===== src/rtl/mem_access_unit.sv =====
// mem_access_unit: memory stage of the 5-stage MIPS pipeline.
// Holds one instruction, issues a single data-bus transaction for memory ops,
// builds store strobes/data, extracts/merges load data and raises AdEL/AdES.
module mem_access_unit #(
    parameter int ADDR_W       = 32,
    parameter bit UNALIGNED_EN = 1'b1,
    parameter bit ALIGN_CHECK  = 1'b1
) (
    input  logic              clk,
    input  logic              reset,
    input  logic              flush,
    input  logic              in_valid,
    output logic              in_ready,
    input  logic [3:0]        in_op,
    input  logic [ADDR_W-1:0] in_addr,
    input  logic [31:0]       in_rt,
    input  logic [31:0]       in_val,
    input  logic [ADDR_W-1:0] in_pc,
    input  logic [4:0]        in_dst,
    input  logic              in_wen,
    input  logic [5:0]        in_exc,
    output logic              dreq_valid,
    output logic [ADDR_W-1:0] dreq_addr,
    output logic [1:0]        dreq_size,
    output logic [3:0]        dreq_strobe,
    output logic [31:0]       dreq_data,
    input  logic              dresp_addr_ok,
    input  logic              dresp_data_ok,
    input  logic [31:0]       dresp_data,
    output logic              out_valid,
    input  logic              out_ready,
    output logic [ADDR_W-1:0] out_pc,
    output logic [4:0]        out_dst,
    output logic              out_wen,
    output logic [31:0]       out_val,
    output logic [5:0]        out_exc,
    output logic [ADDR_W-1:0] out_badvaddr
);

    localparam logic [3:0] OP_NONE = 4'd0,  OP_LB  = 4'd1,  OP_LBU = 4'd2,
                           OP_LH   = 4'd3,  OP_LHU = 4'd4,  OP_LW  = 4'd5,
                           OP_SB   = 4'd6,  OP_SH  = 4'd7,  OP_SW  = 4'd8,
                           OP_LWL  = 4'd9,  OP_LWR = 4'd10, OP_SWL = 4'd11,
                           OP_SWR  = 4'd12;
    localparam logic [1:0] MSIZE1 = 2'd0, MSIZE2 = 2'd1, MSIZE4 = 2'd2;
    localparam logic [5:0] EXC_ADEL = 6'b100100, EXC_ADES = 6'b100101;

    typedef enum logic [2:0] {S_IDLE, S_REQ, S_WAIT, S_DONE, S_DRAIN} state_t;
    state_t state_reg, state_next;

    // Decoded view of the incoming instruction
    logic [3:0]        op_eff;
    logic              dec_load, dec_store, dec_byte, dec_half, dec_word, dec_unal;
    logic              misaligned, dec_go_req;
    logic [ADDR_W-1:0] addr_eff, req_addr, badv_calc;
    logic [1:0]        req_size, k_in;
    logic [3:0]        req_strobe;
    logic [31:0]       req_data;
    logic [5:0]        exc_calc;
    logic [4:0]        sh_lo, sh_hi;

    // Held instruction
    logic [3:0]        op_reg;
    logic [1:0]        k_reg;
    logic [31:0]       rt_reg, val_reg;
    logic [ADDR_W-1:0] pc_reg, badv_reg, dreq_addr_reg;
    logic [4:0]        dst_reg;
    logic              wen_reg;
    logic [5:0]        exc_reg;
    logic [1:0]        dreq_size_reg;
    logic [3:0]        dreq_strobe_reg;
    logic [31:0]       dreq_data_reg;

    // Load extraction
    logic [4:0]        ld_sh_lo, ld_sh_hi;
    logic [7:0]        ld_byte;
    logic [15:0]       ld_half;
    logic [31:0]       load_val;
    logic              load_op;

    logic accept, capture;

    // Decode incoming op: exception, bus address/size, store strobe and data
    always_comb begin
        op_eff = in_op;
        if (in_op > OP_SWR || (!UNALIGNED_EN && in_op >= OP_LWL))
            op_eff = OP_NONE;
        dec_byte  = op_eff inside {OP_LB, OP_LBU, OP_SB};
        dec_half  = op_eff inside {OP_LH, OP_LHU, OP_SH};
        dec_word  = op_eff inside {OP_LW, OP_SW};
        dec_unal  = op_eff inside {OP_LWL, OP_LWR, OP_SWL, OP_SWR};
        dec_load  = op_eff inside {OP_LB, OP_LBU, OP_LH, OP_LHU, OP_LW, OP_LWL, OP_LWR};
        dec_store = op_eff inside {OP_SB, OP_SH, OP_SW, OP_SWL, OP_SWR};

        // Without the alignment check, misaligned addresses are silently truncated
        addr_eff = in_addr;
        if (!ALIGN_CHECK) begin
            if (dec_half) addr_eff[0] = 1'b0;
            if (dec_word) addr_eff[1:0] = 2'b00;
        end
        misaligned = ALIGN_CHECK &&
                     ((dec_half && in_addr[0]) || (dec_word && in_addr[1:0] != 2'b00));

        exc_calc  = 6'd0;
        badv_calc = '0;
        if (in_exc[5]) begin
            exc_calc  = in_exc;
            badv_calc = in_pc;
        end else if (misaligned) begin
            exc_calc  = dec_load ? EXC_ADEL : EXC_ADES;
            badv_calc = in_addr;
        end
        dec_go_req = (dec_load || dec_store) && !exc_calc[5];

        k_in     = addr_eff[1:0];
        sh_lo    = {k_in, 3'b000};
        sh_hi    = {2'd3 - k_in, 3'b000};
        req_addr = dec_unal ? {addr_eff[ADDR_W-1:2], 2'b00} : addr_eff;
        req_size = dec_byte ? MSIZE1 : (dec_half ? MSIZE2 : MSIZE4);

        req_strobe = 4'b0000;
        req_data   = 32'd0;
        case (op_eff)
            OP_SB:   begin req_strobe = 4'b0001 << k_in; req_data = {4{in_rt[7:0]}}; end
            OP_SH:   begin req_strobe = k_in[1] ? 4'b1100 : 4'b0011; req_data = {2{in_rt[15:0]}}; end
            OP_SW:   begin req_strobe = 4'b1111; req_data = in_rt; end
            OP_SWL:  begin req_strobe = 4'b1111 >> (2'd3 - k_in); req_data = in_rt >> sh_hi; end
            OP_SWR:  begin req_strobe = 4'b1111 << k_in; req_data = in_rt << sh_lo; end
            default: ;
        endcase
    end

    // Extract/merge the returned bus word for the held load
    always_comb begin
        ld_sh_lo = {k_reg, 3'b000};
        ld_sh_hi = {2'd3 - k_reg, 3'b000};
        ld_byte  = dresp_data[ld_sh_lo +: 8];
        ld_half  = k_reg[1] ? dresp_data[31:16] : dresp_data[15:0];
        load_val = dresp_data;
        load_op  = 1'b1;
        case (op_reg)
            OP_LB:   load_val = {{24{ld_byte[7]}}, ld_byte};
            OP_LBU:  load_val = {24'd0, ld_byte};
            OP_LH:   load_val = {{16{ld_half[15]}}, ld_half};
            OP_LHU:  load_val = {16'd0, ld_half};
            OP_LW:   load_val = dresp_data;
            OP_LWL:  load_val = (dresp_data << ld_sh_hi) | (rt_reg & ~(32'hFFFF_FFFF << ld_sh_hi));
            OP_LWR:  load_val = (dresp_data >> ld_sh_lo) | (rt_reg & ~(32'hFFFF_FFFF >> ld_sh_lo));
            default: load_op = 1'b0;
        endcase
    end

    // State register
    always_ff @(posedge clk) begin
        if (reset) state_reg <= S_IDLE;
        else       state_reg <= state_next;
    end

    // Next-state logic and handshake outputs
    always_comb begin
        state_next = state_reg;
        in_ready   = 1'b0;
        dreq_valid = 1'b0;
        out_valid  = 1'b0;
        accept     = 1'b0;
        capture    = 1'b0;
        case (state_reg)
            S_IDLE: begin
                in_ready = 1'b1;
                if (in_valid) begin
                    accept     = 1'b1;
                    state_next = dec_go_req ? S_REQ : S_DONE;
                end
            end
            S_REQ: begin
                dreq_valid = 1'b1;
                if (flush) begin
                    // Only an accepted request with data still pending needs draining
                    state_next = (dresp_addr_ok && !dresp_data_ok) ? S_DRAIN : S_IDLE;
                end else if (dresp_addr_ok) begin
                    if (dresp_data_ok) begin
                        state_next = S_DONE;
                        capture    = 1'b1;
                    end else begin
                        state_next = S_WAIT;
                    end
                end
            end
            S_WAIT: begin
                if (flush) begin
                    state_next = dresp_data_ok ? S_IDLE : S_DRAIN;
                end else if (dresp_data_ok) begin
                    state_next = S_DONE;
                    capture    = 1'b1;
                end
            end
            S_DONE: begin
                out_valid = !flush;
                in_ready  = out_ready;
                // A flush also kills whatever the upstream stage offers this cycle
                if (flush) begin
                    state_next = S_IDLE;
                end else if (out_ready) begin
                    if (in_valid) begin
                        accept     = 1'b1;
                        state_next = dec_go_req ? S_REQ : S_DONE;
                    end else begin
                        state_next = S_IDLE;
                    end
                end
            end
            S_DRAIN: begin
                if (dresp_data_ok) state_next = S_IDLE;
            end
            default: state_next = S_IDLE;
        endcase
    end

    // Instruction holding registers; request fields are frozen at accept
    always_ff @(posedge clk) begin
        if (reset) begin
            op_reg          <= OP_NONE;
            k_reg           <= 2'd0;
            rt_reg          <= 32'd0;
            val_reg         <= 32'd0;
            pc_reg          <= '0;
            badv_reg        <= '0;
            dst_reg         <= 5'd0;
            wen_reg         <= 1'b0;
            exc_reg         <= 6'd0;
            dreq_addr_reg   <= '0;
            dreq_size_reg   <= 2'd0;
            dreq_strobe_reg <= 4'd0;
            dreq_data_reg   <= 32'd0;
        end else if (accept) begin
            op_reg          <= op_eff;
            k_reg           <= k_in;
            rt_reg          <= in_rt;
            val_reg         <= in_val;
            pc_reg          <= in_pc;
            badv_reg        <= badv_calc;
            dst_reg         <= in_dst;
            wen_reg         <= in_wen && !exc_calc[5];
            exc_reg         <= exc_calc;
            dreq_addr_reg   <= req_addr;
            dreq_size_reg   <= req_size;
            dreq_strobe_reg <= req_strobe;
            dreq_data_reg   <= req_data;
        end else if (capture && load_op) begin
            val_reg <= load_val;
        end
    end

    assign dreq_addr    = dreq_addr_reg;
    assign dreq_size    = dreq_size_reg;
    assign dreq_strobe  = dreq_strobe_reg;
    assign dreq_data    = dreq_data_reg;
    assign out_pc       = pc_reg;
    assign out_dst      = dst_reg;
    assign out_wen      = wen_reg;
    assign out_val      = val_reg;
    assign out_exc      = exc_reg;
    assign out_badvaddr = badv_reg;

endmodule


===== config.mk =====
export PLATFORM = sky130hd
export DESIGN_NAME = mem_access_unit
export DESIGN_NICKNAME = d
export VERILOG_FILES = /design/src/rtl/mem_access_unit.sv
export SDC_FILE = /design/constraint.sdc
export NUM_CORES = 1
export LEC_CHECK = 0
export BUFFER_PORTS_ARGS = -buffer_cell sky130_fd_sc_hd__buf_2
export CAP_MARGIN = 10
export CORE_UTILIZATION = 50
export CTS_CLUSTER_DIAMETER = 150
export DETAILED_ROUTE_END_ITERATION = 6
export PLACE_DENSITY = 0.84
export SYNTH_ARGS = -nofsm -noshare
export SYNTH_HDL_FRONTEND = slang
export SYNTH_SLANG_ARGS = --single-unit

===== constraint.sdc =====
create_clock -name clk -period 2.3 [get_ports clk]
set_clock_uncertainty 0.05 [all_clocks]
set_input_delay 0.345 -clock clk [delete_from_list [all_inputs] [get_ports clk]]
set_output_delay 0.345 -clock clk [all_outputs]
set_load 0.02 [all_outputs]

==> key figures <==
Outcome
  – Status: finished clean

Floorplanning
  – Row count: between 50 and 60
  – Die area: between 20000 and 25000 sq um
  – Core Region: 22800 sq um
  – Starting density of the core: about half
  – Die X: 155 um
  – Ports: approximately 360
  – Die H: ~150 um

Hold path
  – Hold EP: dreq_addr[4]
  – Hold_sp: in_addr[4]
  – Worst hold path class: primary input to register
  – Worst hold stages: 3

STA
  – RSZ-0062 raised after global routing: no
  – Rel. slew slack: roughly a fifth
  – Fmax achieved: about 450 MHz
  – Setup violators final: 0
  – Fin. Hold Viols: 0
  – Worst-Margin Slew: 1.21 ns
  – Final Cycle Share: a little over nine tenths
  – Min Tclk post-route: 2.21 ns
  – Final Slew Violations: 0
  – Final hold slack: ~0.014 ns
  – Total negative slack: 0 ns

Power and ir drop
  – Peak VDD IR: 690 uV
  – Total power: 11600 uW
  – Leakage: ~0.0065 uW
  – P per Cell Area: between 700 and 800 nW/um^2

Yosys
  – Synthesized instance count: roughly 1400
  – Seq/Total Area, Yosys: between 30% and 40%
  – #FFs+latches synth: approximately 220
  – Ys async rst share: 0%
  – Biggest area consumer among synthesized cells: dfxtp_1
  – Mapped Nets: about 1600
  – Total number of yosys warnings: 0
  – Largest cells by area after synthesis: dfxtp_1 (38%), nand2_1 (10%), a21oi_1 (6.5%)
  – Ys flop type: dfxtp_1
  – Yosys cell types: 67
  – Mapped cell area: between 10000 and 15000 sq um
  – Yosys top cell area share: a little under two fifths
  – Number of flops mapped to enable cells by yosys: 0
  – Post-Syn Area per Cell: 8.14 sq um

Place
  – Placer Congestion: ~0.97
  – Port buffer count: 363
  – HPWL after detailed placement: 30.3 mm
  – DP Area: between 10000 and 15000 sq um

Setup path
  – Reg2reg setup slack: between 0.08 and 0.09 ns
  – Reg2Reg Depth: 6
  – Worst-path maximum fanout: between 40 and 50
  – Reg2reg end: out_val[15]
  – Reg2reg start: op_reg[1]
  – Critical path class: register to register
  – WP data arrival: about 2.6 ns
  – Critical Path Source Type: register
  – Crit. End Element: register
  – Required @ worst endpoint: 2.64 ns

Clock tree
  – H-tree depth: 1
  – CTS Buffer Depth: 3
  – CTS tree: built
  – Clock Tree Root: clkbuf_16
  – Num CTS Buffers: 24
  – Worst-path clk slew: 0.07 ns
  – Post-CTS Setup Bufs: 0
  – CTS Sinks: 219
  – Worst-Skew Late Latency: roughly 0.53 ns

Detailed routing
  – First DRT Iteration DRCs: 1402
  – Total detailed-routing wirelength: 43.0 mm
  – Vias per Instance: between 6 and 7
  – Antenna-violating nets left: 0
  – Wirelength per Cell: just over 20 um
  – Vias: approximately 13000
  – First-pass DRT Iterations: 6
  – Drt drc: 0

Cells and area
  – Total Nets Final: between 1500 and 2000
  – Fill cell count: approximately 1900
  – Most common cell after layout, fill and taps aside: buf_2
  – Final instance area: roughly 15000 sq um
  – Highest-count cells in the layout ignoring fill and taps: buf_2 (362), nand2_1 (318), dfxtp_1 (217), a21oi_1 (151), nor2_1 (90)
  – Antenna Cells: 0
  – Area Growth Syn to Fin: 27.1%
  – Layout cells sized above 1: 29.0%

Global route
  – Total Routing Usage GR: around a third
  – Initial antenna violation count: 1
  – Pin count of the biggest net entering global routing: approximately 110
  – Number of global-route vias before repair: 11982
  – Global-route wire length before repair: roughly 66 mm
  – Overflow after GRT: 0

Run
  – Max cap viols: 0
==> routing by layer <==
layer	global-route usage [%]	wire [um]
met3	6.78	4030
met2	57.1	20000
met4	18.7	2380
met1	43.0	16600
met5	0	14
==> worst max path at each step <==
stage	from	cells after the start	to	slack [ns]
2_1_floorplan	op_reg[1]	7	out_val[15]	0.43
3_3_place_gp	in_op[0]	6	dreq_data[25]	0.05
3_5_place_dp	in_op[0]	6	dreq_data[28]	0.007
4_1_cts	state_reg[1]	4	in_ready	0.07
5_1_grt	op_reg[1]	6	out_val[15]	0.03
6_report	op_reg[1]	6	out_val[15]	0.09
==> layout make-up <==
class / count / area [sq um] / share of cell area (%)
clock buffers: 35 / 712 / 4.80
clock inverters: 6 / 116 / 0.785
inverters: 15 / 56.3 / 0.380
multi-input cells: 1060 / 6600 / 44.5
flip-flops and latches: 219 / 4390 / 29.6
well taps: 313 / 392 / 2.64
repair buffers: 433 / 2560 / 17.3
==> timing repair <==
item / CTS / global route
setup endpoints to repair: 0 / 1
hold buffers: 17 / 0
endpoints found under the hold margin: 17 / 0
gates resized for setup: 0 / 1
==> worst max-delay path: stages, from the launching register on <==
cell,delay (ns)
dfxtp_1,0.44
or4b_4,0.55
o211ai_1,0.17
buf_12,0.25
o31ai_4,0.16
a211oi_1,0.31
o32ai_1,0.13
==> power by group <==
group | total [uW] | internal (uW) | switching (uW)
Combinational | 3130 | 1160 | 1970
Sequential | 4380 | 4150 | 235
Clock | 4060 | 2470 | 1590
Total | 11600 | 7780 | 3790
==> synthesized netlist by cell type (26+ instances only) <==
cell       number
a2bb2oi_1      40
o21ai_0        84
a22o_1         26
a221oi_1       35
clkbuf_1       75
a21oi_1       152
dfxtp_1       219
a22oi_1        27
mux2i_1        56
buf_2          45
nand2_1       318
nor2_1         92
==> logic make-up (layout without fill, tap and decap cells) <==
family	after synthesis	count (layout)	share of synthesized area, %
compound gates	473	473	27.6
xor+xnor	3	3	0.225
buf+inv	154	489	6.03
flops	219	219	37.6
mux	85	85	9.92
simple gates	499	499	18.7
==> per-stage QoR <==
| stage | util [%] | std cells | setup slack (ns) |
|---|---|---|---|
| after detailed placement | 60.7 | 2023 | 0.00725 |
| after global routing | 65.1 | 2081 | 0.0321 |
| final | 65.1 | 2081 | 0.0866 |
| after global placement | 60.7 | 2023 | 0.0518 |
| after floorplan | - | 1433 | 0.433 |
| after CTS | 65.1 | 2081 | 0.0747 |
No activity file was read; power rests on OpenSTA's default activity.
